==> src/rtl/toggle_cover_drain_pkg.sv <==
// Shared types and helpers for the toggle-coverage drain scheduler.
package toggle_cover_pkg;

  localparam int unsigned COVER_IDX_W = 64;
  typedef logic [COVER_IDX_W-1:0] cover_index_t;

  // Total number of toggle points in the whole design.
  localparam int unsigned COVER_TOTAL = 28338;

  // Number of set bits in a vector of up to 64 points.
  function automatic logic [6:0] popcount(input logic [63:0] v);
    logic [6:0] n;
    n = '0;
    for (int i = 0; i < 64; i++) begin
      n = n + {6'b0, v[i]};
    end
    return n;
  endfunction

endpackage

==> src/rtl/toggle_cover_drain_if.sv <==
// Coverage report channel: valid/ready handshake carrying a global point index.
interface toggle_cover_drain_if;
  import toggle_cover_pkg::*;

  logic         valid;
  logic         ready;
  cover_index_t index;

  modport master (output valid, output index, input ready);
  modport slave  (input valid, input index, output ready);

endinterface

==> src/rtl/toggle_cover_drain_rr_pick.sv <==
// Combinational rotating-priority picker: first set request at or after ptr, wrapping.
module rr_pick #(
  parameter int unsigned Width = 32,
  parameter int unsigned IdxW  = (Width > 1) ? $clog2(Width) : 1
) (
  input  logic [Width-1:0] req_i,
  input  logic [IdxW-1:0]  ptr_i,
  output logic             gnt_valid_o,
  output logic [IdxW-1:0]  gnt_idx_o
);

  // Scan Width positions starting at ptr; the first hit wins.
  always_comb begin
    int unsigned idx;
    gnt_valid_o = 1'b0;
    gnt_idx_o   = '0;
    idx         = 0;
    for (int unsigned k = 0; k < Width; k++) begin
      idx = int'(ptr_i) + k;
      if (idx >= Width) idx = idx - Width;
      if (!gnt_valid_o && req_i[idx[IdxW-1:0]]) begin
        gnt_valid_o = 1'b1;
        gnt_idx_o   = idx[IdxW-1:0];
      end
    end
  end

endmodule

==> src/rtl/toggle_cover_drain.sv <==
// Shares one coverage report channel among Width toggle points: sticky capture of
// first hits, then one report per cycle in rotating order.
module toggle_cover_drain
  import toggle_cover_pkg::*;
#(
  parameter int unsigned Width      = 32,
  parameter int unsigned CoverIndex = 0,
  parameter int unsigned CoverTotal = COVER_TOTAL
) (
  input  logic                       clk_i,
  input  logic                       rst_ni,
  input  logic                       enable_i,
  input  logic                       clear_i,
  input  logic [Width-1:0]           hit_i,
  toggle_cover_drain_if.master       out_if,
  output logic [$clog2(Width+1)-1:0] hit_count_o,
  output logic                       all_hit_o
);

  localparam int unsigned IdxW = (Width > 1) ? $clog2(Width) : 1;
  localparam int unsigned CntW = $clog2(Width + 1);

  if (Width < 1 || Width > 64) begin : g_bad_width
    $error("toggle_cover_drain: Width must be 1..64");
  end
  if (CoverIndex + Width > CoverTotal) begin : g_bad_range
    $error("toggle_cover_drain: CoverIndex+Width exceeds CoverTotal");
  end

  logic [Width-1:0] pending_q, pending_d;
  logic [Width-1:0] covered_q, covered_d;
  logic [IdxW-1:0]  ptr_q, ptr_d;
  logic             valid_q, valid_d;
  cover_index_t     index_q, index_d;
  logic [CntW-1:0]  count_q, count_d;
  logic             all_hit_q, all_hit_d;

  logic [Width-1:0] new_hit;
  logic [63:0]      new_ext;
  logic             slot_free;
  logic             grant;
  logic             gnt_valid;
  logic [IdxW-1:0]  gnt_idx;

  rr_pick #(
    .Width (Width),
    .IdxW  (IdxW)
  ) u_pick (
    .req_i       (pending_q),
    .ptr_i       (ptr_q),
    .gnt_valid_o (gnt_valid),
    .gnt_idx_o   (gnt_idx)
  );

  // Next-state: grant from registered pending, then fold in newly covered points.
  always_comb begin
    pending_d = pending_q;
    covered_d = covered_q;
    ptr_d     = ptr_q;
    valid_d   = valid_q;
    index_d   = index_q;
    count_d   = count_q;

    new_hit = (enable_i && !clear_i) ? (hit_i & ~covered_q) : '0;
    new_ext = '0;
    new_ext[Width-1:0] = new_hit;

    slot_free = !valid_q || out_if.ready;
    // Clearing forgets pending work, so nothing new is loaded that cycle.
    grant = slot_free && gnt_valid && !clear_i;

    if (grant) begin
      pending_d[gnt_idx] = 1'b0;
      valid_d            = 1'b1;
      index_d            = cover_index_t'(CoverIndex) + cover_index_t'(gnt_idx);
      if (int'(gnt_idx) == Width - 1) begin
        ptr_d = '0;
      end else begin
        ptr_d = gnt_idx + IdxW'(1);
      end
    end else if (slot_free) begin
      valid_d = 1'b0;
    end

    pending_d = pending_d | new_hit;
    covered_d = covered_d | new_hit;
    count_d   = count_q + CntW'(popcount(new_ext));

    if (clear_i) begin
      pending_d = '0;
      covered_d = '0;
      count_d   = '0;
      ptr_d     = '0;
    end

    all_hit_d = (count_d == CntW'(Width));
  end

  // State registers with asynchronous active-low reset.
  always_ff @(posedge clk_i or negedge rst_ni) begin
    if (!rst_ni) begin
      pending_q <= '0;
      covered_q <= '0;
      ptr_q     <= '0;
      valid_q   <= 1'b0;
      index_q   <= '0;
      count_q   <= '0;
      all_hit_q <= 1'b0;
    end else begin
      pending_q <= pending_d;
      covered_q <= covered_d;
      ptr_q     <= ptr_d;
      valid_q   <= valid_d;
      index_q   <= index_d;
      count_q   <= count_d;
      all_hit_q <= all_hit_d;
    end
  end

  assign out_if.valid = valid_q;
  assign out_if.index = index_q;
  assign hit_count_o  = count_q;
  assign all_hit_o    = all_hit_q;

endmodule

==> src/flat_wrapper.sv <==
// flat-port wrapper written by rule: the top's interface ports become plain ports
module toggle_cover_drain_flat import toggle_cover_pkg::*;
#(
  parameter int unsigned Width      = 32,
  parameter int unsigned CoverIndex = 0,
  parameter int unsigned CoverTotal = COVER_TOTAL
)
  (clk_i, rst_ni, enable_i, clear_i, hit_i, hit_count_o, all_hit_o, out_if_valid, out_if_index, out_if_ready);
  toggle_cover_drain_if out_if_i ();
  input  logic clk_i;
  input  logic rst_ni;
  input  logic enable_i;
  input  logic clear_i;
  input  logic [Width-1:0] hit_i;
  output logic [$clog2(Width+1)-1:0] hit_count_o;
  output logic all_hit_o;
  output wire logic [$bits(out_if_i.valid)-1:0] out_if_valid;
  output wire logic [$bits(out_if_i.index)-1:0] out_if_index;
  input wire logic [$bits(out_if_i.ready)-1:0] out_if_ready;
  assign out_if_valid = out_if_i.valid;
  assign out_if_index = out_if_i.index;
  assign out_if_i.ready = out_if_ready;
  toggle_cover_drain #(.Width(Width), .CoverIndex(CoverIndex), .CoverTotal(CoverTotal)) u_core (.clk_i(clk_i), .rst_ni(rst_ni), .enable_i(enable_i), .clear_i(clear_i), .hit_i(hit_i), .out_if(out_if_i), .hit_count_o(hit_count_o), .all_hit_o(all_hit_o));
endmodule
==> config.mk <==
export PLATFORM = sky130hd
export DESIGN_NAME = toggle_cover_drain_flat
export DESIGN_NICKNAME = d
export VERILOG_FILES = /design/src/rtl/toggle_cover_drain_pkg.sv /design/src/rtl/toggle_cover_drain_if.sv /design/src/rtl/toggle_cover_drain_rr_pick.sv /design/src/rtl/toggle_cover_drain.sv /design/src/flat_wrapper.sv
export SDC_FILE = /design/constraint.sdc
export NUM_CORES = 1
export LEC_CHECK = 0
export BUFFER_PORTS_ARGS = -buffer_cell sky130_fd_sc_hd__clkbuf_2
export CORE_ASPECT_RATIO = 1.5
export CORE_UTILIZATION = 40
export CTS_CLUSTER_SIZE = 24
export DETAILED_ROUTE_END_ITERATION = 7
export HOLD_SLACK_MARGIN = 0.03
export PLACE_DENSITY = 0.68
export SLEW_MARGIN = 20
export SYNTH_ARGS = -nofsm -noshare
export SYNTH_HDL_FRONTEND = slang
export SYNTH_HIERARCHICAL = 1
export SYNTH_SLANG_ARGS = --single-unit
==> constraint.sdc <==
create_clock -name clk_i -period 8.9 [get_ports clk_i]
set_input_delay 0.445 -clock clk_i [delete_from_list [all_inputs] [get_ports clk_i]]
set_output_delay 0.445 -clock clk_i [all_outputs]
set_load 0.02 [all_outputs]
---- Yosys cells after proc, flatten, opt, wreduce, memory -nomap -nowiden ----
Cells that the tools add are included.
storage, ports and cells
  bits in registers ....................... 82
  output and inout bits ................... 72
  word-level logic and storage cells ...... 420
  bits of input ports ..................... 37
operators by class
  eq/ne operators ......................... 2
  add/sub/neg operators ................... 96
  multiplexer cells ....................... 172
  reduce and logical (&&, ||, !) cells .... 71
  magnitude comparators ................... 66
  bitwise operators ....................... 6
operators by type and width
  cell                                                                                  number
  5-bit 2-to-1 mux                                                                      67
  5-bit by 6-bit less-than comparator with 1-bit output (second input constant)         33
  6-bit greater-or-equal comparator (second input constant)                             31
  6-bit by 1-bit adder with 6-bit output                                                30
  1-bit binary-select mux with 5-bit select                                             32
  5-bit by 1-bit subtractor with 5-bit output (second input constant)                   32
  32-bit 2-to-1 mux                                                                     4
  5-bit by 5-bit adder with 6-bit output (second input constant)                        16
  1-bit 2-to-1 mux                                                                      67
  32-bit AND                                                                            2
  32-bit inverter                                                                       2
  32-bit bitwise OR                                                                     2
  5-bit by 4-bit adder with 6-bit output (second input constant)                        8
  1-bit logical AND                                                                     35
  1-bit logical NOT                                                                     33
  5-bit by 3-bit adder with 6-bit output (second input constant)                        4
  5-bit by 2-bit adder with 6-bit output (second input constant)                        2
  5-bit by 1-bit adder with 6-bit output (second input constant)                        1
  6-bit adder                                                                           1
  6-bit == test (second input constant)                                                 1
  5-bit by 6-bit greater-or-equal comparator with 1-bit output (second input constant)  1
  6-bit 2-to-1 mux                                                                      1
  5-bit by 1-bit adder with 5-bit output (second input constant)                        1
  1-bit demux with 5-bit select                                                         1
  5 further kinds                                                                       6

---- Depth between registers and ports, before layout ----
  depth after elaboration ................. 107
  gate-level depth with buffers ........... 31
  depth with buffers taken out ............ 20

---- Modules after synthesis ----
Netlist, hierarchy kept.
modules (own cells, without submodules)
  module              cells an instance  area an instance (µm²)  instances  sequential area each (µm²)
  rr_pick             802                6814.0                  1          0.0
  toggle_cover_drain  467                4703.3                  1          2052.0

---- Worst setup path after synthesis ----
No wires, ideal clock.
  kind .................................... register -> register
  from .................................... register u_core.ptr_q[1]
  to ...................................... register u_core.ptr_q[3]
  setup time .............................. 0.066 ns
  stages on the path, launching flop included .. 29
  path slack .............................. 2.668 ns
  path buffers ............................ 9
  required time ........................... 8.834 ns
  arrival time ............................ 6.166 ns
  clock period less this slack ............ 6.232 ns
  cell sequence ........................... dfrtp_1 > buf_6 > buf_12 > buf_12 > buf_8 > buf_8 > buf_6 > clkinv_1 > ha_1 > buf_2 > buf_4 > buf_6 > mux4_2 > mux4_2 > mux2i_4 > and2_2 > nand3_4 > nor4_4 > nand2_2 > or3_4 > o21ai_2 > a2111o_1 > a41oi_1 > nand4b_1 > ha_1 > and3_1 > ha_1 > nor2_1 > a22o_1
on the way
  word-level cells in the longest chain between the ends .. 102
  elaborated cells on any way between the ends .. 325
  those cells by class .................... add/sub (64); order compare (32); eq/ne (1); mux (163); reduce/logical (65)
ends and longest elaborated chain
  item                                                                             line                                                RTL
  from (decl)                                                                      toggle_cover_drain.sv:32                            logic [IdxW-1:0] ptr_q, ptr_d;
  from (signal assigned)                                                           toggle_cover_drain.sv:112                           ptr_q <= ptr_d;
  branches (longest 97 deep; another with 5-bit by 1-bit adder with 6-bit output)  -
  5-bit 2-to-1 mux *                                                               toggle_cover_drain_rr_pick.sv:21                    if (!gnt_valid_o && req_i[idx[IdxW-1:0]]) begin
  net u_core.gnt_idx[1]                                                            toggle_cover_drain.sv:43                            logic [IdxW-1:0] gnt_idx;
  5-bit by 1-bit adder with 5-bit output or 5-bit == test (tied branches)          toggle_cover_drain.sv:79, toggle_cover_drain.sv:76
  5-bit 2-to-1 mux *                                                               toggle_cover_drain.sv:76                            if (int'(gnt_idx) == Width - 1) begin
  5-bit 2-to-1 mux *                                                               toggle_cover_drain.sv:72                            if (grant) begin
  5-bit 2-to-1 mux *                                                               toggle_cover_drain.sv:89                            if (clear_i) begin
Mark *: on every way through the listed nets, which the timed path passes. The select of a mux whose other input is x is not followed.
A chain may end at the register's enable or synchronous reset.

---- Worst setup path in the final report ----
  from .................................... register u_core.ptr_q[1]
  to ...................................... register u_core.pending_q[28]
on the way
  word-level cells in the longest chain between the ends .. 107
  elaborated cells on any way between the ends .. 329
  those cells by class .................... add/sub (63); order compare (34); mux (164); bitwise (3); reduce/logical (65)
ends and longest elaborated chain
  item                                                                                                                                                         line                              RTL
  branches (longest 97 deep; another with 5-bit by 1-bit adder with 6-bit output)                                                                              -
  5-bit 2-to-1 mux *                                                                                                                                           toggle_cover_drain_rr_pick.sv:21
  net u_core.gnt_idx[1]                                                                                                                                        toggle_cover_drain.sv:43
  5-bit by 6-bit less-than comparator with 1-bit output (not written as such) or 5-bit by 1-bit greater-or-equal comparator with 1-bit output (tied branches)  toggle_cover_drain.sv:73          pending_d[gnt_idx] = 1'b0;
  1-bit logical AND (not written as such)                                                                                                                      toggle_cover_drain.sv:73
  1-bit 2-to-1 mux (not written as such)                                                                                                                       toggle_cover_drain.sv:73
  1-bit demux with 5-bit select *                                                                                                                              -
  32-bit inverter (no line) *                                                                                                                                  -
  32-bit AND (no line) *                                                                                                                                       -
  32-bit 2-to-1 mux *                                                                                                                                          toggle_cover_drain.sv:72
  32-bit bitwise OR *                                                                                                                                          toggle_cover_drain.sv:85          pending_d = pending_d | new_hit;
  32-bit 2-to-1 mux *                                                                                                                                          toggle_cover_drain.sv:89
  net u_core.pending_d[28]                                                                                                                                     toggle_cover_drain.sv:30          logic [Width-1:0] pending_q, pending_d;
  to (signal assigned)                                                                                                                                         toggle_cover_drain.sv:110         pending_q <= pending_d;
  to (decl)                                                                                                                                                    toggle_cover_drain.sv:30
Marked as above.

==> impl_summary.log <==
INFO  metric final.setup.tns = 0 ns
INFO  metric h-tree-depth = 3
INFO  metric worst-path-max-fanout = 35
INFO  metric post_synth_xor_area_fraction = approximately 3.3%
INFO  metric clock-root-buffer = sky130_fd_sc_hd__clkbuf_16
INFO  metric reg2reg_depth = 21
INFO  metric drt_pre_antenna_iters = 5
INFO  metric yosys.area_share.simple = 19.0%
INFO  metric power_leakage = 0.00519 uW
INFO  metric proportion_of_synthesized_area_in_mux_cells = 25.4%
INFO  metric floorplan.die_area = 29500 sq um
INFO  metric numClockSinks = 82
INFO  metric critical_path_arrival = around 7.5 ns
INFO  metric routed_wl = 40.1 mm
INFO  metric dieWidth = between 100 and 150 microns
INFO  metric cts_tree = yes
INFO  metric globalplace.congestion = between 1 and 1.5
INFO  metric antenna_cells_inserted = 0
INFO  metric comb_power_share = between 80% and 90%
INFO  metric syn_area_per_cell = roughly 9 sq um
INFO  metric hp-class = in -> async
INFO  metric final_net_count = between 1000 and 1500
INFO  metric synth_enable_flop_cells = 0
INFO  metric rr_startpoint = u_core/ptr_q[1]
INFO  metric synth_top_family_by_area = multiplexers
INFO  metric max_cap_viol_count = 0
INFO  metric worstSetupEndpointType = flop
INFO  metric min_period_over_period = about four fifths
INFO  metric globalRouteTotalUtil = a little over a quarter
INFO  metric initialDrtViolationCount = roughly 1000
INFO  metric start_kind = flop
INFO  metric dr_total_vias = roughly 11000
INFO  metric postSynthRegisterBits = 82
INFO  metric cp_data_required_time = roughly 9.1 ns
INFO  metric grt_antenna_before_repair = 0
INFO  metric placement_rows = 75
INFO  metric io-pin-count = 109
INFO  metric portBuffers = slightly below 50
INFO  metric routed_wire_length_per_instance = ~25 microns
INFO  metric number_of_global_route_vias_before_repair = 10235
INFO  metric setup_repair_after_global_routing_missed_its_margin = no
INFO  metric resized_cells_post_cts = 0
INFO  metric synthFlopType = sky130_fd_sc_hd__dfrtp_1
INFO  metric synthAdderAreaFrac = between 7 and 8%
INFO  metric fin_skew = ~0.0068 ns
INFO  metric power.share.sequential = between 9 and 10%
INFO  metric initial_util = 40.9%
INFO  metric grt_start_max_net_pins = 75
INFO  metric netlist_instances = 1269
INFO  metric netSwitchingFraction = between 50% and 60%
INFO  metric design_power_total = 5240 uW
INFO  metric power.share.clock = approximately 7%
INFO  metric outcome = finished clean
INFO  metric drc = 0
INFO  metric cts_buffer_depth = 2
INFO  metric final_cell_mix = sky130_fd_sc_hd__a21oi_1, sky130_fd_sc_hd__nand2_1, sky130_fd_sc_hd__nor2_1, sky130_fd_sc_hd__mux2i_1, sky130_fd_sc_hd__dfrtp_1
INFO  metric peakVddDrop = roughly 0.23 mV
INFO  metric fmax = approximately 0.14 GHz
INFO  metric synth_warnings = 6
INFO  metric cts.clk_slew.worst_paths = 0.06 ns
INFO  metric worst_slew_margin = roughly a quarter
INFO  metric number_of_routed_nets_with_antenna_violations = 0
INFO  metric synth.distinct_cells = about 110
INFO  metric synthesis.area = between 10000 and 15000 sq um
INFO  metric floorplan.core_area = between 20000 and 30000 sq um
INFO  metric cts_setup_buffers = 0
INFO  metric power.switching = about 3000 uW
INFO  metric r2r-end = u_core/pending_q[28]
INFO  metric drt-vias-per-instance = 6.52
INFO  metric area_growth_from_synthesis_to_final_layout = 4.61%
INFO  metric p_int = around 2200 uW
INFO  metric p_per_area = between 400 and 500 nW/um^2
INFO  metric clk-insertion-delay-late = about 0.34 ns
INFO  metric layout.cells.most_common = sky130_fd_sc_hd__a21oi_1
INFO  metric cts_hold_repair.buffers = 0
INFO  metric first_pass_grt_wire_length = a little over 60 mm
INFO  metric finalSetupViolations = 0
INFO  metric hold_viol = 0
INFO  metric timing_worst_setup_path_type = reg -> reg
INFO  metric synth_async_sr_flop_share = 100%
INFO  metric regToRegSetupSlack = about 1.6 ns
INFO  metric max_slew.worst_pin.slew = ~1.2 ns
INFO  metric drive_above_1_share = a little under a fifth
INFO  metric cts-buffers-inserted = 9
INFO  metric die-height = roughly 210 microns
INFO  metric synth_compound_area_share = between 10% and 20%
INFO  metric grt_overflow_total = 0
INFO  metric maxSlewViolCount = 0
INFO  metric final_core_utilization = between 40 and 50%
INFO  metric hpwl_after_detailed_placement = about 30 mm
INFO  metric clock_period_minus_worst_slack = 7.30 ns
INFO  metric fillers = ~2800
INFO  metric sequential_fraction_of_the_synthesis_area = ~18%
==> logic make-up after synthesis <==
group	after synthesis
AND/OR/NAND/NOR	401
XOR/XNOR	37
buffers and inverters	181
multiplexers	196
adder cells (fa/ha/maj)	55
flip-flops	82
AO/OA/AOI/OAI	316
other	1
==> worst max-delay path by stage <==
stage                         start                    to  cells after the start
global route        u_core/ptr_q[0]  u_core/pending_q[19]                     18
floorplan           u_core/ptr_q[1]       u_core/ptr_q[3]                     28
finish              u_core/ptr_q[1]  u_core/pending_q[28]                     21
CTS                 u_core/ptr_q[0]  u_core/pending_q[28]                     20
detailed placement         enable_i      u_core/all_hit_o                     18
global placement           enable_i      u_core/all_hit_o                     16
==> stage by stage <==
| step | worst slack [ns] | cell area [sq um] | hold slack [ns] | cells |
|---|---|---|---|---|
| detailed placement | 1.67 | 11700 | 0.467 | 1619 |
| global route | 1.31 | 12000 | 0.125 | 1635 |
| global placement | 1.69 | 11700 | 0.455 | 1619 |
| floorplan | 2.67 | 11700 | 0.149 | 1327 |
| CTS | 1.88 | 12000 | 0.104 | 1635 |
| finish | 1.60 | 12000 | 0.0844 | 1635 |
==> sequential cells by signal (all words and copies together), names as in the netlist <==
register             cells
u_core/out_if.index      5
u_core/pending_q        32
u_core/all_hit_o         1
u_core/out_if.valid      1
u_core/covered_q        32
u_core/ptr_q             5
u_core/hit_count_o       6
==> per-layer routing <==
metal	wire length [microns]	track usage, %	vias to the layer above	share of wire, %
met5	0	0	-	0
met1	14000	30.8	5213	35
met3	2920	3.51	175	7.3
li1	-	-	4647	-
met2	19700	46.9	624	49
met4	3470	20.2	0	8.7
==> cells in the mapped netlist, types with 26 or more instances <==
cell type | instances | share of area [%]
sky130_fd_sc_hd__a21oi_1 | 111 | 4.8
sky130_fd_sc_hd__nand2_1 | 102 | 3.3
sky130_fd_sc_hd__nor2_1 | 92 | 3.0
sky130_fd_sc_hd__mux2i_1 | 89 | 7.7
sky130_fd_sc_hd__dfrtp_1 | 82 | 18
sky130_fd_sc_hd__o21ai_0 | 73 | 3.2
sky130_fd_sc_hd__buf_4 | 66 | 4.3
sky130_fd_sc_hd__mux4_2 | 63 | 12
sky130_fd_sc_hd__inv_1 | 49 | 1.6
sky130_fd_sc_hd__nand3_1 | 49 | 2.1
sky130_fd_sc_hd__nand3b_1 | 37 | 2.4
sky130_fd_sc_hd__mux2_2 | 33 | 3.2
sky130_fd_sc_hd__ha_1 | 29 | 3.2
sky130_fd_sc_hd__fa_1 | 26 | 4.5
==> cell type report <==
class / count / area, sq um / share of cell area, %
clock buffer: 11 / 243 / 2.01
clock inverter: 5 / 62.6 / 0.519
inverter: 53 / 199 / 1.65
multi-input combinational: 1064 / 8620 / 71.5
sequential: 82 / 2060 / 17.1
tap: 346 / 433 / 3.59
timing repair buffer: 74 / 435 / 3.61
==> power by group through the flow <==
stage,sequential (uW),clock [uW],combinational [uW]
2_1_floorplan,496,0,3090
3_3_place_gp,518,0,4170
3_5_place_dp,519,0,4180
4_1_cts,513,383,4200
5_1_grt,522,399,4600
6_report,517,377,4340
==> critical path, stage by stage (launching register included) <==
cell and delay (ns):
sky130_fd_sc_hd__dfrtp_4 0.77, sky130_fd_sc_hd__clkinv_1 0.19, sky130_fd_sc_hd__buf_4 0.26, sky130_fd_sc_hd__ha_1 0.30, sky130_fd_sc_hd__xor2_2 0.78, sky130_fd_sc_hd__mux2i_1 0.28, sky130_fd_sc_hd__mux2i_1 0.34, sky130_fd_sc_hd__mux4_2 0.39
sky130_fd_sc_hd__nor3b_2 0.42, sky130_fd_sc_hd__nand3_4 0.29, sky130_fd_sc_hd__nor4_4 0.61, sky130_fd_sc_hd__and3_1 0.33, sky130_fd_sc_hd__nand4b_1 0.22, sky130_fd_sc_hd__nand2_1 0.20, sky130_fd_sc_hd__a2111o_1 0.11, sky130_fd_sc_hd__a41oi_1 0.04
sky130_fd_sc_hd__nand4b_1 0.43, sky130_fd_sc_hd__inv_1 0.24, sky130_fd_sc_hd__ha_1 0.21, sky130_fd_sc_hd__nand3_1 0.17, sky130_fd_sc_hd__o21ai_0 0.39, sky130_fd_sc_hd__a21oi_1 0.13
Power figures use the tool's default switching activity.
